**config.mk**
```make
export PLATFORM = sky130hd
export DESIGN_NAME = ysyx_22040895_mdu_flat
export DESIGN_NICKNAME = d
export VERILOG_FILES = /design/src/rtl/ysyx_22040895_mdu_if.sv /design/src/rtl/ysyx_22040895_mdu.sv /design/src/flat_wrapper.sv
export SDC_FILE = /design/constraint.sdc
export NUM_CORES = 1
export LEC_CHECK = 0
export CORE_MARGIN = 2
export CORE_UTILIZATION = 55
export CTS_BUF_LIST = sky130_fd_sc_hd__clkbuf_2 sky130_fd_sc_hd__clkbuf_4 sky130_fd_sc_hd__clkbuf_8
export CTS_CLUSTER_DIAMETER = 200
export DETAILED_ROUTE_END_ITERATION = 8
export GPL_ROUTABILITY_DRIVEN = 0
export PLACE_DENSITY = 0.72
export SYNTH_ARGS = -nofsm -noshare
export SYNTH_HDL_FRONTEND = slang
export SYNTH_SLANG_ARGS = --single-unit
```
**constraint.sdc**
```tcl
create_clock -name clk -period 6.15 [get_ports clk]
set_clock_uncertainty 0.05 [all_clocks]
set_input_delay 1.845 -clock clk [delete_from_list [all_inputs] [get_ports clk]]
set_output_delay 1.845 -clock clk [all_outputs]
set_load 0.01 [all_outputs]
```
**src/rtl/ysyx_22040895_mdu_if.sv**
```systemverilog
// Request/response bundle between the EXU issue logic and the multiply/divide unit.
// The master drives a request plus flush; the slave answers with ready, a completion pulse and the result.
interface ysyx_22040895_mdu_if #(
    parameter int XLEN = 64
);
    logic            valid_i_mdu;
    logic [3:0]      mduop_i_mdu;
    logic [XLEN-1:0] src1_i_mdu;
    logic [XLEN-1:0] src2_i_mdu;
    logic            flush_i_mdu;
    logic            ready_o_mdu;
    logic            out_valid_o_mdu;
    logic [XLEN-1:0] result_o_mdu;

    modport master (
        output valid_i_mdu,
        output mduop_i_mdu,
        output src1_i_mdu,
        output src2_i_mdu,
        output flush_i_mdu,
        input  ready_o_mdu,
        input  out_valid_o_mdu,
        input  result_o_mdu
    );

    modport slave (
        input  valid_i_mdu,
        input  mduop_i_mdu,
        input  src1_i_mdu,
        input  src2_i_mdu,
        input  flush_i_mdu,
        output ready_o_mdu,
        output out_valid_o_mdu,
        output result_o_mdu
    );
endinterface

```
**src/rtl/ysyx_22040895_mdu.sv**
```systemverilog
// Multi-cycle RV64M multiply/divide unit: radix-2 shift-add multiplier (mul/mulw) and
// 32-step restoring divider (divw/remw), fixed latency, one-cycle completion pulse.
module ysyx_22040895_mdu #(
    parameter int XLEN = 64
) (
    input  logic                  clk,
    input  logic                  rst,
    ysyx_22040895_mdu_if.slave    mdu
);
    localparam int WPAD = XLEN - 32;

    typedef enum logic [1:0] {
        IDLE = 2'd0,
        MUL  = 2'd1,
        DIV  = 2'd2,
        DONE = 2'd3
    } state_t;

    state_t          state_reg;
    logic [6:0]      count_reg;
    logic            ready_reg;
    logic            out_valid_reg;
    logic [XLEN-1:0] result_reg;

    logic            is_word_reg;
    logic            is_rem_reg;
    logic [XLEN-1:0] mcand_reg;
    logic [XLEN-1:0] mplier_reg;
    logic [XLEN-1:0] acc_reg;

    logic [31:0]     quot_reg;
    logic [31:0]     rem_reg;
    logic [31:0]     divisor_reg;
    logic [31:0]     dividend_reg;
    logic            neg_q_reg;
    logic            neg_r_reg;
    logic            div_zero_reg;
    logic            div_ovf_reg;

    logic            op_ok;
    logic [31:0]     src1_w;
    logic [31:0]     src2_w;
    logic [31:0]     src1_mag;
    logic [31:0]     src2_mag;
    logic [XLEN-1:0] acc_next;
    logic [32:0]     div_shift;
    logic            div_ge;
    logic [31:0]     div_sub;
    logic [31:0]     rem_next;
    logic [31:0]     quot_next;
    logic [31:0]     q_signed;
    logic [31:0]     r_signed;
    logic [XLEN-1:0] mul_result;
    logic [XLEN-1:0] div_result;
    logic [XLEN-1:0] final_result;

    function automatic logic [XLEN-1:0] sext32(input logic [31:0] v);
        return {{WPAD{v[31]}}, v};
    endfunction

    always_comb begin
        op_ok = 1'b0;
        case (mdu.mduop_i_mdu)
            4'b0001, 4'b0101, 4'b1001, 4'b1101: op_ok = 1'b1;
            default:                            op_ok = 1'b0;
        endcase
    end

    assign src1_w   = mdu.src1_i_mdu[31:0];
    assign src2_w   = mdu.src2_i_mdu[31:0];
    assign src1_mag = src1_w[31] ? (32'd0 - src1_w) : src1_w;
    assign src2_mag = src2_w[31] ? (32'd0 - src2_w) : src2_w;

    // One multiplier bit per cycle; the final step is folded into the completion edge.
    assign acc_next = mplier_reg[0] ? (acc_reg + mcand_reg) : acc_reg;

    // Restoring step: shift the next dividend bit into the partial remainder and trial-subtract.
    // When the subtraction succeeds the true difference is below the divisor, so 32 bits suffice.
    assign div_shift = {rem_reg, quot_reg[31]};
    assign div_ge    = div_shift >= {1'b0, divisor_reg};
    assign div_sub   = div_shift[31:0] - divisor_reg;
    assign rem_next  = div_ge ? div_sub : div_shift[31:0];
    assign quot_next = {quot_reg[30:0], div_ge};

    assign q_signed  = neg_q_reg ? (32'd0 - quot_next) : quot_next;
    assign r_signed  = neg_r_reg ? (32'd0 - rem_next)  : rem_next;

    assign mul_result = is_word_reg ? sext32(acc_next[31:0]) : acc_next;

    always_comb begin
        div_result = '0;
        if (div_zero_reg) begin
            div_result = is_rem_reg ? sext32(dividend_reg) : '1;
        end else if (div_ovf_reg) begin
            div_result = is_rem_reg ? '0 : sext32(32'h8000_0000);
        end else begin
            div_result = is_rem_reg ? sext32(r_signed) : sext32(q_signed);
        end
    end

    assign final_result = (state_reg == DIV) ? div_result : mul_result;

    always_ff @(posedge clk) begin
        if (rst) begin
            state_reg     <= IDLE;
            count_reg     <= 7'd0;
            ready_reg     <= 1'b1;
            out_valid_reg <= 1'b0;
            result_reg    <= '0;
            is_word_reg   <= 1'b0;
            is_rem_reg    <= 1'b0;
            mcand_reg     <= '0;
            mplier_reg    <= '0;
            acc_reg       <= '0;
            quot_reg      <= 32'd0;
            rem_reg       <= 32'd0;
            divisor_reg   <= 32'd0;
            dividend_reg  <= 32'd0;
            neg_q_reg     <= 1'b0;
            neg_r_reg     <= 1'b0;
            div_zero_reg  <= 1'b0;
            div_ovf_reg   <= 1'b0;
        end else begin
            out_valid_reg <= 1'b0;
            case (state_reg)
                IDLE: begin
                    // A flush in IDLE blocks a simultaneous request.
                    if (mdu.valid_i_mdu && op_ok && !mdu.flush_i_mdu) begin
                        ready_reg    <= 1'b0;
                        is_word_reg  <= mdu.mduop_i_mdu[2] | mdu.mduop_i_mdu[3];
                        is_rem_reg   <= mdu.mduop_i_mdu[3] & mdu.mduop_i_mdu[2];
                        acc_reg      <= '0;
                        rem_reg      <= 32'd0;
                        quot_reg     <= src1_mag;
                        divisor_reg  <= src2_mag;
                        dividend_reg <= src1_w;
                        neg_q_reg    <= src1_w[31] ^ src2_w[31];
                        neg_r_reg    <= src1_w[31];
                        div_zero_reg <= (src2_w == 32'd0);
                        div_ovf_reg  <= (src1_w == 32'h8000_0000) && (src2_w == 32'hFFFF_FFFF);
                        if (mdu.mduop_i_mdu[2]) begin
                            mcand_reg  <= {{WPAD{1'b0}}, src1_w};
                            mplier_reg <= {{WPAD{1'b0}}, src2_w};
                        end else begin
                            mcand_reg  <= mdu.src1_i_mdu;
                            mplier_reg <= mdu.src2_i_mdu;
                        end
                        if (mdu.mduop_i_mdu[3]) begin
                            state_reg <= DIV;
                            count_reg <= 7'd31;
                        end else begin
                            state_reg <= MUL;
                            count_reg <= mdu.mduop_i_mdu[2] ? 7'd31 : 7'd63;
                        end
                    end
                end
                MUL, DIV: begin
                    if (mdu.flush_i_mdu) begin
                        state_reg <= IDLE;
                        ready_reg <= 1'b1;
                        count_reg <= 7'd0;
                    end else begin
                        acc_reg    <= acc_next;
                        mcand_reg  <= mcand_reg << 1;
                        mplier_reg <= mplier_reg >> 1;
                        rem_reg    <= rem_next;
                        quot_reg   <= quot_next;
                        if (count_reg == 7'd0) begin
                            state_reg     <= DONE;
                            out_valid_reg <= 1'b1;
                            result_reg    <= final_result;
                        end else begin
                            count_reg <= count_reg - 7'd1;
                        end
                    end
                end
                DONE: begin
                    state_reg <= IDLE;
                    ready_reg <= 1'b1;
                end
                default: begin
                    state_reg <= IDLE;
                    ready_reg <= 1'b1;
                end
            endcase
        end
    end

    assign mdu.ready_o_mdu     = ready_reg;
    assign mdu.out_valid_o_mdu = out_valid_reg;
    assign mdu.result_o_mdu    = result_reg;
endmodule

```
**src/flat_wrapper.sv**
```systemverilog
// flat-port wrapper written by rule: the top's interface ports become plain ports
module ysyx_22040895_mdu_flat 
#(
    parameter int XLEN = 64
)
  (clk, rst, mdu_valid_i_mdu, mdu_mduop_i_mdu, mdu_src1_i_mdu, mdu_src2_i_mdu, mdu_flush_i_mdu, mdu_ready_o_mdu, mdu_out_valid_o_mdu, mdu_result_o_mdu);
  ysyx_22040895_mdu_if #(.XLEN(XLEN)) mdu_i ();
  input  logic clk;
  input  logic rst;
  input wire logic [$bits(mdu_i.valid_i_mdu)-1:0] mdu_valid_i_mdu;
  input wire logic [$bits(mdu_i.mduop_i_mdu)-1:0] mdu_mduop_i_mdu;
  input wire logic [$bits(mdu_i.src1_i_mdu)-1:0] mdu_src1_i_mdu;
  input wire logic [$bits(mdu_i.src2_i_mdu)-1:0] mdu_src2_i_mdu;
  input wire logic [$bits(mdu_i.flush_i_mdu)-1:0] mdu_flush_i_mdu;
  output wire logic [$bits(mdu_i.ready_o_mdu)-1:0] mdu_ready_o_mdu;
  output wire logic [$bits(mdu_i.out_valid_o_mdu)-1:0] mdu_out_valid_o_mdu;
  output wire logic [$bits(mdu_i.result_o_mdu)-1:0] mdu_result_o_mdu;
  assign mdu_i.valid_i_mdu = mdu_valid_i_mdu;
  assign mdu_i.mduop_i_mdu = mdu_mduop_i_mdu;
  assign mdu_i.src1_i_mdu = mdu_src1_i_mdu;
  assign mdu_i.src2_i_mdu = mdu_src2_i_mdu;
  assign mdu_i.flush_i_mdu = mdu_flush_i_mdu;
  assign mdu_ready_o_mdu = mdu_i.ready_o_mdu;
  assign mdu_out_valid_o_mdu = mdu_i.out_valid_o_mdu;
  assign mdu_result_o_mdu = mdu_i.result_o_mdu;
  ysyx_22040895_mdu #(.XLEN(XLEN)) u_core (.clk(clk), .rst(rst), .mdu(mdu_i));
endmodule
```
==> flow_results.org <==
** Outcome
- The run finished with clean final reports.

** Power
- Summed over all cells, the static leakage comes to 11.4 nW.
- Largest voltage drop on the vdd net :: 1250 uV
- For this design the ratio of total power to cell area is 629 mW/mm^2.

** Synth
- Synthesis inferred 400 register bits.
- After synthesis, the share of flip-flops with an asynchronous set or reset is 0.
- The netlist uses 94 different library cells.
- Number of nets produced by synthesis :: 3,753
- Synthesized cell area :: 0.0265 mm^2
- Synthesis produced a netlist whose cell count is 3,509.
- Primary flip-flop cell chosen by synthesis mapping :: dfxtp_1
- After synthesis, the mean cell area works out to 7.55 um^2.
- For this run, the register share of the synthesized area comes to 0.302.
- Post-synth EDFFs :: 0
- During synthesis, Yosys emitted a total of 0 warnings.

** Global routing
- For met3 alone, demand over resource in global routing was 0.0885.
- The via count of the first global-routing pass came to 24,980.
- Met1 track utilization from global routing :: 0.474
- Global routing met2 resource utilization :: 0.505
- met2 is the most crowded layer.
- For this run the aggregate overflow at the end of global routing stands at 0.
- Largest net degree at the start of global routing :: 122
- The number of antenna violations at the first check in global routing came to 0.
- In the global route stage, overall resource usage came out at 0.339.
- First-pass GRT wire length :: 136,000 um

** STA
- Max-Slew Margin vs Limit :: 0.128
- Worst hold slack across all endpoints :: 0.399 ns
- Number of endpoints failing setup at the final stage :: 0
- Setup repair after global routing left no endpoint under its margin.
- Summed negative setup slack over all endpoints :: 0 ns
- At the pin with the least slew margin, the transition time is 1.27 ns.
- Count of final hold-check violations :: 0
- The final count of pins violating max slew was 0.
- For this run, the top clock speed supported by timing is 186 MHz.
- The clock period could shrink to 5.39 ns.
- Period utilisation layout :: 0.876

** Clock tree
- Buffers inserted during clock tree synthesis total 72.
- The number of setup buffers added after CTS is 0.
- TritonCTS built the clock tree.
- Once the clock tree was built, the resizer swapped 0 gates to a different size.
- Insertion delay of the later-clocked pin in the worst-skew pair :: 0.67 ns
- The clock passes through at most 3 buffers.
- Counting every sink on the clock net gives 400.
- CTS built an H-tree with a depth of 3.
- Hold bufs inserted after CTS :: 0
- Clock-pin slew was measured on the worst setup and hold paths at 0.06 ns.
- In this run the clock root is driven by a clkbuf_8.

** Routing
- Mean routed wirelength per cell :: 20.7 um
- The first detailed-routing pass took 6 iterations.
- Detailed Route WL :: 87,700 um
- Via density per instance :: 6.45
- Detailed routing inserted a total of 27,294 vias.
- In this run the remaining antenna-violating nets after routing total 0.
- After detailed routing, the number of remaining DRC violations is 0.
- Number of DRC markers after the initial detailed-route iteration :: 2,933

** Setup path
- Walking the worst path, the cells encountered are inv_1 -> ha_1 -> a21oi_1 -> nand3_1 -> o31ai_4 -> o22a_1 -> nand2_8 -> inv_2 -> ha_1 -> nand3_1 -> or2_2 -> or4_1 -> or2_2 -> o21ai_0 -> xnor2_1 -> o22ai_1 -> o31a_1 -> nor3_1.
- Longest individual stage delay on the worst path :: 0.52 ns
- Kind of cell with the highest combined delay on the critical path :: simple AND/OR/NAND/NOR gates
- Maximum fanout along the worst path :: 37
- Kind of critical path :: flop to flop
- STA puts the critical path data required time at 6.69 ns.
- The number of buffers and inverters on the critical path is 2.
- The worst setup path is launched from a flop.
- Arr. time, crit path :: 5.93 ns
- Category of the worst setup path capture point :: flop
- The slowest stage of the critical path belongs to the cell or4_1.

** Die
- Die footprint :: 0.0499 mm^2
- Number of ports placed on the die boundary :: 202
- After floorplanning, the core was divided into 80 placement rows.
- Core Footprint :: 0.0476 mm^2
- Horizontal die dimension :: 223 um
- The initial utilization of the core area, before any placement, comes to 0.556.
- Die boundary height :: 223 um

** Placement
- Detailed placement finished with a half-perimeter wire length of 62,900 um.
- Input and output buffers added on the ports amount to 201.

** Flow run
- Max-cap violations in this run came to 0.

** Cells and area
- In the final layout, the share of cells above drive strength 1 is 0.0703.
- Commonest non-fill, non-tap cell in the layout :: nand2_1
- In the layout the commonest cells are 452 x nand2_1, 399 x dfxtp_1, 369 x nor2_1.
- For this run, the post-layout net count is 3,806.
- Compared with the post-synthesis result, the final layout area differs by 14.0%.

** Hold path
- Hold Crit Class :: flop to flop
-- power by group --
part / total (mW) / internal (mW) / switching (mW)
Combinational: 13.0 / 4.50 / 8.45
Clock: 2.70 / 1.53 / 1.17
Sequential: 3.34 / 2.96 / 0.384
Total: 19.0 / 8.99 / 10.0
-- cells in the mapped netlist, drive strengths merged (43+ instances only) --
library cell	number	share of area
a211oi	148	0.044
o31ai	43	0.013
dfxtp	400	0.30
nor3	60	0.011
o21ai	206	0.039
mux2i	106	0.040
nand3	55	0.010
xor2	108	0.036
nand2	456	0.065
a21oi	366	0.070
clkbuf	222	0.031
inv	86	0.012
ha	106	0.050
nor2	371	0.053
a21o	58	0.016
a22oi	104	0.029
xnor2	81	0.027
-- worst reg2reg max path, stage by stage (launching register included) --
cell,delay (ns)
dfxtp_1,0.33
inv_1,0.04
ha_1,0.43
a21oi_1,0.32
nand3_1,0.17
o31ai_4,0.39
o22a_1,0.32
nand2_8,0.21
inv_2,0.38
ha_1,0.31
nand3_1,0.21
or2_2,0.39
or4_1,0.52
or2_2,0.35
o21ai_0,0.20
xnor2_1,0.17
o22ai_1,0.11
o31a_1,0.27
nor3_1,0.12
-- worst paths after layout --
path                                        start  cells after the start                                  endpoint  slack (ns)
max            u_core.divisor_reg[7]$_SDFFE_PP0P_                     18  u_core.mdu.result_o_mdu[26]$_SDFFE_PP0P_        0.76
min reg2reg  u_core.dividend_reg[24]$_SDFFE_PP0P_                      2      u_core.dividend_reg[24]$_SDFFE_PP0P_        0.40
max reg2reg    u_core.divisor_reg[7]$_SDFFE_PP0P_                     18  u_core.mdu.result_o_mdu[26]$_SDFFE_PP0P_        0.76
min          u_core.dividend_reg[24]$_SDFFE_PP0P_                      2      u_core.dividend_reg[24]$_SDFFE_PP0P_        0.40
-- kinds of logic after synthesis --
group | share of synthesized area
multiplexers | 0.0478
buffers and inverters | 0.0516
flip-flops | 0.302
AND/OR/NAND/NOR | 0.201
AO/OA/AOI/OAI | 0.283
adder cells (fa/ha/maj) | 0.0516
XOR/XNOR | 0.0625
-- through the flow --
| step | instance area (um^2) | util | total power [mW] | std cells | worst slack (ns) |
|---|---|---|---|---|---|
| 6_report | 30200 | 0.634 | 19.0 | 4230 | 0.760 |
| 5_1_grt | 30200 | 0.634 | 20.2 | 4229 | 0.518 |
| 4_1_cts | 30200 | 0.634 | 18.6 | 4229 | 0.923 |
| 3_5_place_dp | 28700 | 0.602 | 15.8 | 4103 | 0.395 |
| 3_3_place_gp | 28700 | 0.602 | 15.7 | 4103 | 0.468 |
| 2_1_floorplan | 26500 | - | 12.6 | 3509 | 1.12 |
-- metal layers --
layer | vias up | share of wire | wire, um
met2 | 1330 | 0.42 | 37200
li1 | 12821 | - | -
met1 | 12935 | 0.44 | 38600
met5 | - | 0 | 0
met3 | 208 | 0.10 | 9150
met4 | 0 | 0.031 | 2740
-- final cells by class --
type / instances / area, um^2
clock inverter: 16 / 165
clock buffer: 110 / 1360
multi-input combinational: 2759 / 17200
tap: 615 / 769
inverter: 87 / 327
fill: 4219 / 17400
sequential: 400 / 8010
antenna: 1 / 2.50
timing repair buffer: 242 / 2400
No activity file was read; power rests on OpenSTA's default activity.
